<file path="config.mk">
export PLATFORM = sky130hd
export DESIGN_NAME = shift_frame_tx
export DESIGN_NICKNAME = d
export VERILOG_FILES = /design/src/rtl/shift_frame_tx.sv
export SDC_FILE = /design/constraint.sdc
export NUM_CORES = 1
export LEC_CHECK = 0
export ABC_AREA = 0
export BUFFER_PORTS_ARGS = -buffer_cell sky130_fd_sc_hd__buf_2
export CAP_MARGIN = 0
export CORE_ASPECT_RATIO = 0.9
export CORE_UTILIZATION = 50
export DETAILED_ROUTE_END_ITERATION = 7
export PLACE_DENSITY_LB_ADDON = 0.3
export SETUP_SLACK_MARGIN = 0.4
export SYNTH_ARGS = -nofsm -noshare
export SYNTH_HDL_FRONTEND = slang
export SYNTH_SLANG_ARGS = --single-unit
</file>
<file path="constraint.sdc">
create_clock -name clk -period 4.8 [get_ports clk]
set_clock_uncertainty 0.2 [all_clocks]
set_input_delay 0.48 -clock clk [delete_from_list [all_inputs] [get_ports clk]]
set_output_delay 0.48 -clock clk [all_outputs]
set_load 0.1 [all_outputs]
</file>
<file path="src/rtl/shift_frame_tx.sv">
// ============================================================================
// Module   : shift_frame_tx
// Brief    : Parallel-to-serial framing transmitter (start, WIDTH data bits,
//            optional even parity, stop). Parity enabled by defining
//            SHIFT_FRAME_TX_PARITY_EN.
// Revision : 1.0 - initial release
// ============================================================================
`default_nettype none

module shift_frame_tx #(
    parameter int WIDTH        = 8,
    parameter int CLKS_PER_BIT = 4,
    parameter int CNT_WIDTH    = 16
) (
    input  logic             clk,
    input  logic             rst_n,
    input  logic             enable,
    input  logic             lsb_first,
    input  logic             s_valid,
    input  logic [WIDTH-1:0] s_data,
    output logic             s_ready,
    output logic             serial_out,
    output logic             busy,
    output logic             done
);

    localparam int                   c_bit_w       = (WIDTH > 1) ? $clog2(WIDTH) : 1;
    localparam logic [CNT_WIDTH-1:0] c_period_load = CNT_WIDTH'(CLKS_PER_BIT - 1);
    localparam logic [c_bit_w-1:0]   c_last_bit    = c_bit_w'(WIDTH - 1);

    typedef enum logic [2:0] {
        ST_IDLE   = 3'd0,
        ST_START  = 3'd1,
        ST_DATA   = 3'd2,
`ifdef SHIFT_FRAME_TX_PARITY_EN
        ST_PARITY = 3'd3,
`endif
        ST_STOP   = 3'd4
    } state_t;

    state_t               r_state;
    logic [CNT_WIDTH-1:0] r_period_cnt;
    logic [c_bit_w-1:0]   r_bit_cnt;
    logic [WIDTH-1:0]     r_shift;
    logic                 r_lsb_first;
`ifdef SHIFT_FRAME_TX_PARITY_EN
    logic                 r_parity;
`endif

    logic [WIDTH-1:0] w_next_shift;
    logic             w_next_bit;
    logic             w_first_bit;
    logic             w_period_end;

    // The shift register is only advanced between data bits; the outgoing
    // bit is always taken from the end selected by the latched bit order.
    assign w_next_shift = r_lsb_first ? {1'b0, r_shift[WIDTH-1:1]}
                                      : {r_shift[WIDTH-2:0], 1'b0};
    assign w_next_bit   = r_lsb_first ? w_next_shift[0] : w_next_shift[WIDTH-1];
    assign w_first_bit  = r_lsb_first ? r_shift[0] : r_shift[WIDTH-1];
    assign w_period_end = (r_period_cnt == '0);

    always_ff @(posedge clk or negedge rst_n) begin
        if (!rst_n) begin
            r_state      <= ST_IDLE;
            r_period_cnt <= '0;
            r_bit_cnt    <= '0;
            r_shift      <= '0;
            r_lsb_first  <= 1'b0;
`ifdef SHIFT_FRAME_TX_PARITY_EN
            r_parity     <= 1'b0;
`endif
            serial_out   <= 1'b1;
            s_ready      <= 1'b0;
            busy         <= 1'b0;
            done         <= 1'b0;
        end else begin
            done <= 1'b0;
            if (!enable) begin
                s_ready <= 1'b0;
            end else begin
                case (r_state)
                    ST_IDLE: begin
                        serial_out <= 1'b1;
                        busy       <= 1'b0;
                        if (s_valid && s_ready) begin
                            r_shift      <= s_data;
                            r_lsb_first  <= lsb_first;
`ifdef SHIFT_FRAME_TX_PARITY_EN
                            r_parity     <= ^s_data;
`endif
                            r_period_cnt <= c_period_load;
                            r_bit_cnt    <= '0;
                            r_state      <= ST_START;
                            serial_out   <= 1'b0;
                            s_ready      <= 1'b0;
                            busy         <= 1'b1;
                        end else begin
                            s_ready <= 1'b1;
                        end
                    end
                    ST_START: begin
                        if (w_period_end) begin
                            r_state      <= ST_DATA;
                            r_period_cnt <= c_period_load;
                            r_bit_cnt    <= '0;
                            serial_out   <= w_first_bit;
                        end else begin
                            r_period_cnt <= r_period_cnt - 1'b1;
                        end
                    end
                    ST_DATA: begin
                        if (w_period_end) begin
                            r_period_cnt <= c_period_load;
                            if (r_bit_cnt == c_last_bit) begin
`ifdef SHIFT_FRAME_TX_PARITY_EN
                                r_state    <= ST_PARITY;
                                serial_out <= r_parity;
`else
                                r_state    <= ST_STOP;
                                serial_out <= 1'b1;
`endif
                            end else begin
                                r_bit_cnt  <= r_bit_cnt + 1'b1;
                                r_shift    <= w_next_shift;
                                serial_out <= w_next_bit;
                            end
                        end else begin
                            r_period_cnt <= r_period_cnt - 1'b1;
                        end
                    end
`ifdef SHIFT_FRAME_TX_PARITY_EN
                    ST_PARITY: begin
                        if (w_period_end) begin
                            r_state      <= ST_STOP;
                            r_period_cnt <= c_period_load;
                            serial_out   <= 1'b1;
                        end else begin
                            r_period_cnt <= r_period_cnt - 1'b1;
                        end
                    end
`endif
                    ST_STOP: begin
                        if (w_period_end) begin
                            // Ready is raised here so a waiting word is taken
                            // on the very next edge, leaving one idle cycle.
                            r_state    <= ST_IDLE;
                            r_bit_cnt  <= '0;
                            serial_out <= 1'b1;
                            busy       <= 1'b0;
                            done       <= 1'b1;
                            s_ready    <= 1'b1;
                        end else begin
                            r_period_cnt <= r_period_cnt - 1'b1;
                        end
                    end
                    default: begin
                        r_state    <= ST_IDLE;
                        serial_out <= 1'b1;
                        busy       <= 1'b0;
                        s_ready    <= 1'b0;
                    end
                endcase
            end
        end
    end

endmodule

`default_nettype wire

</file>
## After elaboration in Yosys (flattened, before gate mapping)

Cells that the tools add are included.

- Add/subtract/negate cells: 2
- Multipliers: 0
- Div/mod/pow operators: 0
- Order comparisons: 0
- Equal/unequal tests: 14
- Shift-type cells: 0
- Multiplexer cells: 35
- Bitwise logic cells: 1
- Reduce and logical (&&, ||, !) cells: 16

Operator list:

| kind | count |
|---|---|
| 16-bit two-way mux | 3 |
| 16-bit one-hot mux with 3 select lines | 1 |
| 8-bit two-way mux | 4 |
| 3-bit two-way mux | 8 |
| 16-bit zero test | 1 |
| 2-bit inequality test, second input constant | 8 |
| 8-bit one-hot mux with 2 select lines | 1 |
| 16-bit by 1-bit subtractor with 16-bit output, second input constant | 1 |
| 1-bit two-way mux | 13 |
| 3-bit one-hot mux with 4 select lines | 1 |
| 6-bit AND reduction | 2 |
| 3-bit one-hot mux with 3 select lines | 1 |
| 4-bit AND reduction | 2 |
| 3-bit equality test, second input constant | 2 |
| 1-bit one-hot mux with 3 select lines | 2 |
| 3-bit AND reduction | 2 |
| 3-bit nonzero test | 2 |
| 5-bit AND reduction | 1 |
| 1-bit one-hot mux with 4 select lines | 1 |
| 2-bit OR reduction | 2 |
| 3-bit by 1-bit adder with 3-bit output, second input constant | 1 |
| 3-bit by 1-bit equality test with 1-bit output, second input constant | 1 |
| 3-bit by 2-bit equality test with 1-bit output, second input constant | 1 |
| 3-bit zero test | 1 |
| 6 further kinds | 6 |

- Bits in registers: 35
- Latch bits: 0
- Bits in writable memories: 0
- Memory bits (read-only): 0
- Input port bits: 13
- Output and inout port bits: 4
- Word-level logic and storage cells: 77
- Memories kept: 0

## Depth between registers and ports, before layout

Gate-level depths: netlist (run 1).

- Depth after elaboration: 5
- Mapped depth: 9
- Depth with buffers taken out: 7

## Worst setup path before layout (run 1)

No wires, ideal clock.

- Kind: register to register
- Start: reg s_ready
- End: reg r_period_cnt[15]
- Setup time: 0.079 ns
- Arrival: 2.276 ns
- Required time: 4.521 ns
- Path slack: 2.244 ns
- Cell stages (with the launch flop): 7
- Path buffers: 1
- Clock period less this slack: 2.556 ns
- Cells stage by stage: dfrtp_1 a2111o_1 nand3_1 a21o_1 buf_2 nor4_1 mux2i_1

- Cells in the longest elaborated chain, start to end: 3

RTL lines:

| item | line | text |
|---|---|---|
| start: declaration | 21 | `output logic s_ready,` |
| start signal: assignment | 74 | `s_ready <= 1'b0;` |
| start signal: assignment | 80 | `s_ready <= 1'b0;` |
| start signal: assignment | 96 | `s_ready <= 1'b0;` |
| 1-bit logical AND | 86 | `if (s_valid && s_ready) begin` |
| 2-bit inequality test (no line) | - |  |
| 4-bit AND reduction (no line) | - |  |
| end signal: assignment | 92 | `r_period_cnt <= c_period_load;` |
| end signal: assignment | 105 | `r_period_cnt <= c_period_load;` |
| end signal: assignment | 109 | `r_period_cnt <= r_period_cnt - 1'b1;` |
| end: declaration | 42 | `logic [CNT_WIDTH-1:0] r_period_cnt;` |

Every way passes these cells.
A chain may end at the register's enable or synchronous reset.

## Worst setup path in the final report (run 1)

- Start: reg r_period_cnt[0]
- End: reg r_period_cnt[2]

- Cells in the longest elaborated chain, start to end: 3
- Elaborated cells between the ends (all ways): 7
- Those cells by class: 1 x add/sub; 1 x eq/ne; 3 x mux; 2 x reduce/logical

RTL lines:

| item | line | text |
|---|---|---|
| 16-bit by 1-bit subtractor with 16-bit output / 16-bit zero test (equally long branches) | - |  |
| 16-bit two-way mux (tied with other cells) | 144 | `if (w_period_end) begin` |
| 16-bit one-hot mux with 3 select lines / 4-bit AND reduction (equally long branches) | - |  |

Several ways; a longest one is shown, not always the timed one. The select of a mux whose other input is x is not followed.

==> results.py, run 1 <==
metrics = {
    "run_status": {
        "status": "complete, but fails checks",
        "violations": "design-rule violations",
    },
    "place": {
        "gp_congestion": 0.8056,
        "place_area_mm2": 0.002195,
        "dp_cells": 280,
        "preCtsSetupSlack_ns": 1.937,
        "port_buffers": 16,
        "dp_hpwl_mm": 2.977,
    },
    "detailed_routing": {
        "vias": 1694,
        "wl_per_cell_um": 14.49,
        "first_pass_iters": 6,
        "postRouteWirelength_mm": 4.172,
        "final_antenna_net_count": 0,
        "route.detailed.drc": 4,
        "vias_per_cell": 5.882,
        "drt_iter0_drc": 89,
    },
    "sta": {
        "fin_ws_ns": 1.923,
        "period_needed_ns": 2.877,
        "hold_viol_final": 0,
        "setup_tns_ns": 0,
        "tightestPinTransition_ns": 0.8315,
        "relSlewSlack_pct": 44.27,
        "setup_viol": 0,
        "holdWs_ns": 0.06382,
        "rsz0062_at_grt": "false",
        "clock.fmax_mhz": 347.6,
        "slew_violations": 0,
        "period_share_pct": 59.93,
    },
    "logic_synthesis": {
        "yosysWarnings": 0,
        "yosysMostFrequentCell": "dfrtp_1",
        "synth_top_cell_by_area": "dfrtp_1",
        "synth_ff_type": "dfrtp_1",
        "synth-edff-count": 0,
        "synthArstFlopShare_pct": 100.0,
        "avgSynthCellArea_um2": 9.288,
        "ys_types": 53,
        "synth_area_mm2": 0.002127,
        "synthCells": 229,
        "yosys.area.top_type_share_pct": 40.00,
        "synth_commonest_cells": "34 x dfrtp_1, 21 x nand2_1, 19 x nor2_1",
        "ys_seq_area_share_pct": 41.24,
        "ys_ff_latch": 35,
        "syn-num-nets": 246,
        "synthTopCellsByArea": "dfrtp_1 40%, mux2i_1 5.6%, a21oi_1 3.8%",
    },
    "clock_network": {
        "path_clk_slew_ns": 0.07,
        "numClockSinks": 35,
        "cts-root-buf": "clkbuf_8",
        "post_cts_resized": 0,
        "htree_levels": 2,
        "holdBufCountCts": 0,
        "clock_latency_ns": 0.28,
        "cts_setup_buffers": 0,
        "cts-buffers-inserted": 5,
        "cts_tree": "done",
        "cts_buffer_depth": 2,
    },
    "global_routing": {
        "antenna_found_initial": 0,
        "grt_max_degree": 36,
        "grt_usage_pct": 21.01,
        "grt_first_pass_wirelength_mm": 7.403,
        "grt-ovfl-total": 0,
        "grt_pass1_vias": 1589,
    },
    "pwr": {
        "p_per_area_mw_per_mm2": 613.0,
        "p_int_mw": 0.7649,
        "seqPwrFrac_pct": 40.1,
        "pwr-share-clk_pct": 14.5,
        "switching_share_pct": 45.17,
        "power_mw": 1.395,
        "power_leakage_nw": 1.022,
        "pwr-share-comb_pct": 45.4,
        "peakVddDrop_uv": 416.6,
        "netSwitchingPower_mw": 0.6302,
    },
    "final_layout": {
        "syn_to_final_growth_pct": 7.000,
        "nFillCells": 381,
        "drive_above_1_share_pct": 17.92,
        "stdcell_count": 288,
        "n_antenna_cell": 0,
        "layout.nets": 256,
        "final_util_pct": 55.87,
        "post-route-cell-area_mm2": 0.002276,
    },
    "setup_path": {
        "cp.depth": 7,
        "crit_required_ns": 4.74,
        "slowest_delay_ns": 0.72,
        "arrival_ns": 2.81,
        "cp_top_family": "simple AND/OR/NAND/NOR gates",
        "endpoint_kind": "flop",
        "cp_max_fo": 15,
        "crit_buf_inv": 1,
        "setup.worst_path.class": "reg -> reg",
        "cp_cell_sequence": "inv_1 > ha_1 > nor3b_1 > and4_1 > a21oi_1 > nor3_2 > nor2_1",
        "ff2ff_path_depth": 7,
        "cp_slowest_cell": "nor3_2",
        "start_kind": "flop",
    },
    "min_path": {
        "min_path_type": "in -> async",
    },
    "run": {
        "drv_cap": 0,
    },
    "floorplanning": {
        "boundaryPins": 17,
        "core_mm2": 0.004074,
        "rows": 22,
        "floorplan.initialDensity_pct": 52.21,
        "die_h_um": 63.88,
        "die_area_mm2": 0.004519,
        "die_w_um": 70.75,
    },
}
[cells by family (layout without fill, tap and decap cells)]
logic type | Yosys count | count (layout) | synth area share, %
and+or+nand+nor | 76 | 76 | 19.88
AOI/OAI and AO/OA | 63 | 63 | 19.47
DFF | 35 | 35 | 41.24
buffers and inverters | 27 | 38 | 5.881
muxes | 17 | 17 | 8.294
xor gates and xnor gates | 7 | 7 | 2.882
adders and majority gates | 4 | 4 | 2.353
[registers in the layout, summed over array words and instances (netlist names)]
register / flops
r_shift: 8
serial_out: 1
s_ready: 1
busy: 1
r_bit_cnt: 3
r_period_cnt: 16
r_lsb_first: 1
done: 1
r_state: 3
[cells in the final DEF, fill, tap and decap left out, drive strengths merged, types with 2 or more instances in the layout]
master | Yosys | layout
a2111oi | 3 | 3
a211oi | 3 | 3
a21o | 3 | 3
a21oi | 17 | 17
buf | 8 | 16
clkbuf | 5 | 7
dfrtp | 34 | 34
ha | 4 | 4
inv | 14 | 14
mux2 | 5 | 5
mux2i | 12 | 12
nand2 | 21 | 21
nand2b | 3 | 3
nand3 | 4 | 4
nand3b | 3 | 3
nand4 | 3 | 3
nor2 | 20 | 20
nor3 | 5 | 5
nor3b | 2 | 2
nor4 | 6 | 6
o211ai | 6 | 6
o21ai | 18 | 18
o31ai | 4 | 4
o41ai | 2 | 2
or3 | 2 | 2
or4 | 3 | 3
xnor2 | 6 | 6
[cell type report]
cell class                      instances  area (µm²)  area share (%)
Clock buffer                            7       76.32           3.353
Clock inverter                          1       5.005          0.2199
Inverter                               14       52.55           2.309
Multi-Input combinational cell        167        1125           49.42
Sequential cell                        35       877.1           38.54
Tap cell                               48       60.06           2.639
Timing Repair Buffer                   16       80.08           3.518
[final timing paths]
check / from / to / slack, ns
setup / recovery: r_period_cnt[0] / r_period_cnt[2] / 1.92
hold / removal: rst_n / r_shift[4] / 0.06
setup reg to reg: r_period_cnt[0] / r_period_cnt[2] / 1.92
hold reg to reg: r_bit_cnt[0] / r_bit_cnt[0] / 0.29
max in group asynchronous: rst_n / r_period_cnt[11] / 3.85
min in group clk: lsb_first / r_lsb_first / 0.22
[power groups by stage]
stage	registers (mW)	clock network, mW	logic, mW
after floorplan	0.576	0	0.491
after CTS	0.558	0.208	0.637
after global placement	0.559	0	0.621
final	0.559	0.203	0.633
after global routing	0.581	0.222	0.712
after detailed placement	0.561	0	0.636
[layer usage]
layer | up-vias | GRT usage, % | share of wire, %
li1 | 852 | - | -
met3 | 2 | 5.047 | 4.1
met5 | - | 0 | 0
met2 | 33 | 30.05 | 43
met1 | 807 | 31.05 | 52
met4 | 0 | 7.250 | 0.65
Power figures use the tool's default switching activity.
==> run 2, diff against run 1 <==
--- a/config.mk
+++ b/config.mk
@@ -5,7 +5,7 @@
 export SDC_FILE = /design/constraint.sdc
 export NUM_CORES = 1
 export LEC_CHECK = 0
-export ABC_AREA = 0
+export ABC_AREA = 1
 export BUFFER_PORTS_ARGS = -buffer_cell sky130_fd_sc_hd__buf_2
 export CAP_MARGIN = 0
 export CORE_ASPECT_RATIO = 0.9
==> constraint.sdc (replaced) <==
create_clock -name clk -period 2.65 [get_ports clk]
set_clock_uncertainty 0.2 [all_clocks]
set_input_delay 0.265 -clock clk [delete_from_list [all_inputs] [get_ports clk]]
set_output_delay 0.265 -clock clk [all_outputs]
set_load 0.1 [all_outputs]
==> results.py, run 2 <==
metrics = {
    "run": {
        "drv_cap": 0,
    },
    "clock_network": {
        "htree_levels": 2,
        "clock_latency_ns": 0.30,
        "cts_setup_buffers": 0,
        "cts-buffers-inserted": 5,
        "cts_buffer_depth": 2,
        "path_clk_slew_ns": 0.08,
        "cts_tree": "done",
        "cts-root-buf": "clkbuf_8",
        "numClockSinks": 35,
    },
    "sta": {
        "fin_ws_ns": 0.5829,
        "clock.fmax_mhz": 483.8,
        "relSlewSlack_pct": 48.72,
        "setup_tns_ns": 0,
        "period_share_pct": 78.00,
        "slew_violations": 0,
        "rsz0062_at_grt": "false",
        "setup_viol": 0,
        "period_needed_ns": 2.067,
        "tightestPinTransition_ns": 0.7692,
        "hold_viol_final": 0,
    },
    "logic_synthesis": {
        "synth_area_mm2": 0.002341,
        "synth-edff-count": 0,
        "synth_top_cell_by_area": "dfrtp_1",
        "yosys.area.top_type_share_pct": 36.34,
        "synth_commonest_cells": "109 x nand2_1, 54 x nor2_1, 42 x inv_1",
        "syn-num-nets": 365,
        "synthArstFlopShare_pct": 100.0,
        "synth_ff_type": "dfrtp_1",
        "synthTopCellsByArea": "dfrtp_1 36%, nand2_1 17%, nor2_1 8.7%",
        "synthCells": 348,
        "ys_types": 29,
        "yosysMostFrequentCell": "nand2_1",
        "yosysWarnings": 0,
        "ys_seq_area_share_pct": 37.47,
        "ys_ff_latch": 35,
        "avgSynthCellArea_um2": 6.727,
    },
    "pwr": {
        "netSwitchingPower_mw": 1.775,
        "p_int_mw": 1.550,
        "p_per_area_mw_per_mm2": 1297,
        "switching_share_pct": 53.38,
        "pwr-share-comb_pct": 58.7,
        "pwr-share-clk_pct": 12.6,
        "seqPwrFrac_pct": 28.7,
        "peakVddDrop_uv": 576.9,
        "power_leakage_nw": 1.440,
    },
    "setup_path": {
        "setup.worst_path.class": "reg -> reg",
        "endpoint_kind": "flop",
        "cp_cell_sequence": "nor2_4 > nand2_4 > inv_4 > nor2_2 > nor2_4 > nand2_1 > inv_2 > o21ai_0",
        "r2r_setup_slack_ns": 0.58,
        "arrival_ns": 2.04,
        "cp_common_cell": "nor2_4",
        "start_kind": "flop",
        "ff2ff_path_depth": 8,
        "setup.worst_path.start": "r_state[1]",
        "crit_buf_inv": 2,
        "cp_top_family": "simple AND/OR/NAND/NOR gates",
        "slowest_delay_ns": 0.47,
        "regToRegStartpoint": "r_state[1]",
        "cp_max_fo": 11,
        "cp_slowest_cell": "dfrtp_1",
        "timing.rr.end": "r_period_cnt[0]",
        "crit_required_ns": 2.62,
    },
    "place": {
        "port_buffers": 16,
        "preCtsSetupSlack_ns": 0.5056,
        "place_area_mm2": 0.002446,
        "gp_congestion": 0.8661,
        "dp_hpwl_mm": 3.653,
        "dp_cells": 419,
    },
    "final_layout": {
        "nFillCells": 443,
        "layout.nets": 383,
        "drive_above_1_share_pct": 13.62,
        "final_util_pct": 57.48,
        "top_regs": "r_period_cnt x16, r_shift x8",
        "post-route-cell-area_mm2": 0.002564,
        "syn_to_final_growth_pct": 9.514,
        "final_cell_mix": "108 x nand2_1, 54 x nor2_1, 42 x inv_1",
        "multi_input_area_mm2": 0.001241,
        "seq_area_um2": 877.1,
        "final_common_cell": "nand2_1",
        "top_register": "r_period_cnt",
        "n_antenna_cell": 0,
        "largest_reg_flops": 16,
        "stdcell_count": 429,
    },
    "floorplanning": {
        "core_mm2": 0.004461,
        "rows": 23,
        "boundaryPins": 17,
        "floorplan.initialDensity_pct": 52.48,
        "die_area_mm2": 0.004960,
        "die_w_um": 74.13,
        "die_h_um": 66.92,
    },
    "detailed_routing": {
        "route.detailed.drc": 0,
        "wl_per_cell_um": 11.75,
        "final_antenna_net_count": 0,
        "vias": 2154,
        "first_pass_iters": 4,
        "vias_per_cell": 5.021,
        "postRouteWirelength_mm": 5.040,
        "drt_iter0_drc": 104,
    },
    "global_routing": {
        "antenna_found_initial": 0,
        "grt-ovfl-total": 0,
        "grt_max_degree": 36,
        "grt_first_pass_wirelength_mm": 8.549,
        "grt_usage_pct": 22.91,
        "grt_pass1_vias": 1955,
    },
    "min_path": {
        "hold_path_startpoint": "lsb_first",
        "hold_depth": 3,
        "hold_end": "r_lsb_first",
        "min_path_type": "in -> reg",
    },
    "run_status": {
        "status": "completed",
    },
}
run 2: cell types whose count changed after synthesis, moves of 9 or more:
cell     change
nand2_1     +88
nor2_1      +35
inv_1       +29
nand3_1     +20
mux2i_1     -12
nand4_1      +9
run 2: worst max-delay path by stage:
stage	endpoint	slack, ns	cells past startpoint
floorplan	r_bit_cnt[0]	0.47	8
global placement	r_shift[4]	0.57	9
detailed placement	r_period_cnt[1]	0.51	8
CTS	r_period_cnt[0]	0.49	8
global route	r_period_cnt[1]	0.41	9
finish	r_period_cnt[0]	0.58	8
run 2: through the flow:
step	power [mW]	hold WS, ns
4_1_cts	3.300	0.003480
3_3_place_gp	2.841	0.1917
5_1_grt	3.655	0.03989
2_1_floorplan	2.536	-0.2306
3_5_place_dp	2.872	0.1860
6_report	3.325	0.008076
run 2: layout make-up:
cell class,instances,share of cell area [%]
multi-input cells,261,48.41
flip-flops and latches,35,34.21
inverters,45,6.686
repair buffers,18,3.807
clock buffers,6,3.221
well taps,62,3.026
clock inverters,2,0.6345
run 2: power by group through the flow:
stage / Clock [mW] / Sequential, mW / Combinational [mW]
floorplan: 0 / 1.05 / 1.48
global placement: 0 / 0.953 / 1.89
finish: 0.420 / 0.954 / 1.95
CTS: 0.430 / 0.950 / 1.92
detailed placement: 0 / 0.960 / 1.91
global route: 0.457 / 0.986 / 2.21
run 2: worst register-to-register path, delay by kind of cell, from the launching register on:
kind,cells,cell delay (ns)
simple gates,5,0.90
flops,1,0.47
compound gates,1,0.09
buf+inv,2,0.28
run 2: per-layer routing:
metal  wire [µm]  up-vias  track usage [%]
met5           0        -                0
met4          21        0            6.490
met3         188        2            5.598
met2        2198       42            36.14
met1        2631      985            30.89
li1            -     1125                -
run 2: kinds of logic after synthesis:
group | count (synthesis) | share of synthesized area (%)
flops | 35 | 37.47
compound gates | 30 | 6.734
xor+xnor | 4 | 1.496
buf+inv | 53 | 9.888
simple gates | 222 | 42.28
fa+ha+maj | 4 | 2.138
run 2: what timing repair did:
action	CTS	global route
endpoints found under the setup margin	0	11
gates resized for setup	0	1
hold buffers	1	0
endpoints found under the hold margin	34	0
==> run 3, diff against run 2 <==
==> constraint.sdc (replaced) <==
create_clock -name clk -period 2.09 [get_ports clk]
set_clock_uncertainty 0.2 [all_clocks]
set_input_delay 0.209 -clock clk [delete_from_list [all_inputs] [get_ports clk]]
set_output_delay 0.209 -clock clk [all_outputs]
set_load 0.1 [all_outputs]
==> results.py, run 3 (same netlist as run 2, synthesis figures left out) <==
metrics = {
    "final_layout": {
        "stdcell_count": 458,
        "n_antenna_cell": 0,
        "layout.nets": 412,
        "final_cell_mix": "94 x nand2_1, 46 x nor2_1, 40 x inv_1",
        "largest_reg_flops": 16,
        "drive_above_1_share_pct": 29.55,
        "syn_to_final_growth_pct": 29.82,
        "final_common_cell": "nand2_1",
        "post-route-cell-area_mm2": 0.003039,
        "top_regs": "r_period_cnt x16, r_shift x8",
        "top_register": "r_period_cnt",
    },
    "detailed_routing": {
        "wl_per_cell_um": 13.88,
        "postRouteWirelength_mm": 6.359,
        "vias": 2450,
        "first_pass_iters": 5,
        "route.detailed.drc": 0,
        "drt_iter0_drc": 247,
        "final_antenna_net_count": 0,
        "vias_per_cell": 5.349,
    },
    "global_routing": {
        "use_met2_pct": 42.50,
        "antenna_found_initial": 0,
        "grt_busiest_layer": "met2",
        "grt_first_pass_wirelength_mm": 9.956,
        "grt_max_degree": 36,
        "grt_use_met3_pct": 5.598,
        "grt-ovfl-total": 0,
        "grt_pass1_vias": 2234,
        "grt_usage_pct": 26.73,
        "grt.met1_usage_pct": 34.96,
    },
    "setup_path": {
        "arrival_ns": 1.78,
        "crit_required_ns": 2.08,
        "regToRegStartpoint": "r_state[2]",
        "cp-endpoint": "r_period_cnt[14]",
        "timing.rr.end": "r_period_cnt[14]",
        "r2r_setup_slack_ns": 0.30,
        "setup.worst_path.class": "reg -> reg",
        "setup.worst_path.start": "r_state[2]",
        "ff2ff_path_depth": 9,
        "cp_max_fo": 5,
        "endpoint_kind": "flop",
        "start_kind": "flop",
    },
    "pwr": {
        "peakVddDrop_uv": 798.3,
        "p_per_area_mw_per_mm2": 1725,
        "power_leakage_nw": 1.626,
    },
    "sta": {
        "period_share_pct": 85.66,
        "holdWs_ns": 0.01646,
        "clock.fmax_mhz": 558.6,
        "relSlewSlack_pct": 68.11,
        "hold_viol_final": 0,
        "fin_ws_ns": 0.2997,
        "rsz0062_at_grt": "true",
        "setup_tns_ns": 0,
        "setup_viol": 0,
        "slew_violations": 0,
        "tightestPinTransition_ns": 0.4817,
        "period_needed_ns": 1.790,
    },
    "place": {
        "port_buffers": 16,
        "preCtsSetupSlack_ns": 0.1840,
        "place_area_mm2": 0.002510,
        "dp_hpwl_mm": 3.728,
        "gp_congestion": 0.8873,
        "dp_cells": 424,
    },
    "clock_network": {
        "cts-root-buf": "clkbuf_8",
        "cts_tree": "done",
        "clock_latency_ns": 0.29,
        "path_clk_slew_ns": 0.08,
        "cts_buffer_depth": 2,
        "cts-buffers-inserted": 5,
        "htree_levels": 2,
        "numClockSinks": 35,
    },
    "floorplanning": {
        "rows": 23,
        "die_h_um": 66.92,
        "floorplan.initialDensity_pct": 52.48,
        "die_w_um": 74.13,
        "die_area_mm2": 0.004960,
        "core_mm2": 0.004461,
        "boundaryPins": 17,
    },
    "run": {
        "drv_cap": 0,
    },
    "min_path": {
        "min_path_type": "in -> reg",
    },
    "run_status": {
        "status": "completed",
    },
}
[run 3: changes by cell type in the layout (fill, tap and decap cells not counted), sizes merged]
cell         previous run  this run
nand3                  28        29
inv                    45        44
clkinv                  1         2
clkinvlp                1         2
nand2                 116       117
nor2                   62        61
buf                    17        42
dlygate4sd3             1         2
clkbuf                  6         7
[run 3: through the flow]
step	power (mW)	util [%]
floorplan	3.260	-
global route	5.645	68.13
detailed placement	3.734	56.27
global placement	3.681	56.27
finish	5.244	68.13
CTS	4.781	64.71
[run 3: area by class of cell]
cell class | count | area, µm²
clock inverter | 2 | 16.27
sequential | 35 | 885.9
clock buffer | 6 | 82.58
multi-input combinational | 262 | 1456
tap | 62 | 77.57
timing repair buffer | 45 | 336.6
inverter | 45 | 176.4
timing repair inverter | 1 | 7.507
fill | 332 | 1421
[run 3: worst min path at each step]
stage                 from     endpoint  depth (start not counted)
floorplan            rst_n         busy                          0
global placement     rst_n  r_lsb_first                          2
detailed placement   rst_n  r_lsb_first                          2
CTS                 enable      s_ready                          3
global route        enable      s_ready                          3
finish              enable      s_ready                          3
[run 3: power breakdown]
| part | switching, mW | leakage, nW | internal (mW) | total [mW] |
|---|---|---|---|---|
| Clock | 0.271 | 0.0474 | 0.269 | 0.540 |
| Sequential | 0.289 | 0.439 | 0.965 | 1.25 |
| Combinational | 2.22 | 1.14 | 1.23 | 3.45 |
[run 3: repair_timing]
| action | CTS | global route |
|---|---|---|
| endpoints found under the setup margin | 33 | 34 |
| buffers inserted | 12 | 8 |
| pin swaps | 18 | 16 |
| resized for setup | 38 | 25 |
| endpoints found under the hold margin | 35 | 0 |
| hold buffers | 2 | 0 |
| gates cloned | 3 | 1 |
[run 3: worst max-delay path, cell delays in order (launching register included)]
cell     delay (ns)
dfrtp_2        0.47
buf_12         0.13
inv_1          0.08
nand3_4        0.11
nand2_4        0.08
nor2_4         0.19
buf_6          0.16
nand3_4        0.12
nand2_1        0.10
nor2_1         0.04
[run 3: metal layers]
layer  wire length (µm)  up-vias
met2               3016      118
met1               2776     1112
met4                185        0
li1                   -     1197
met5                  0        -
met3                380       23
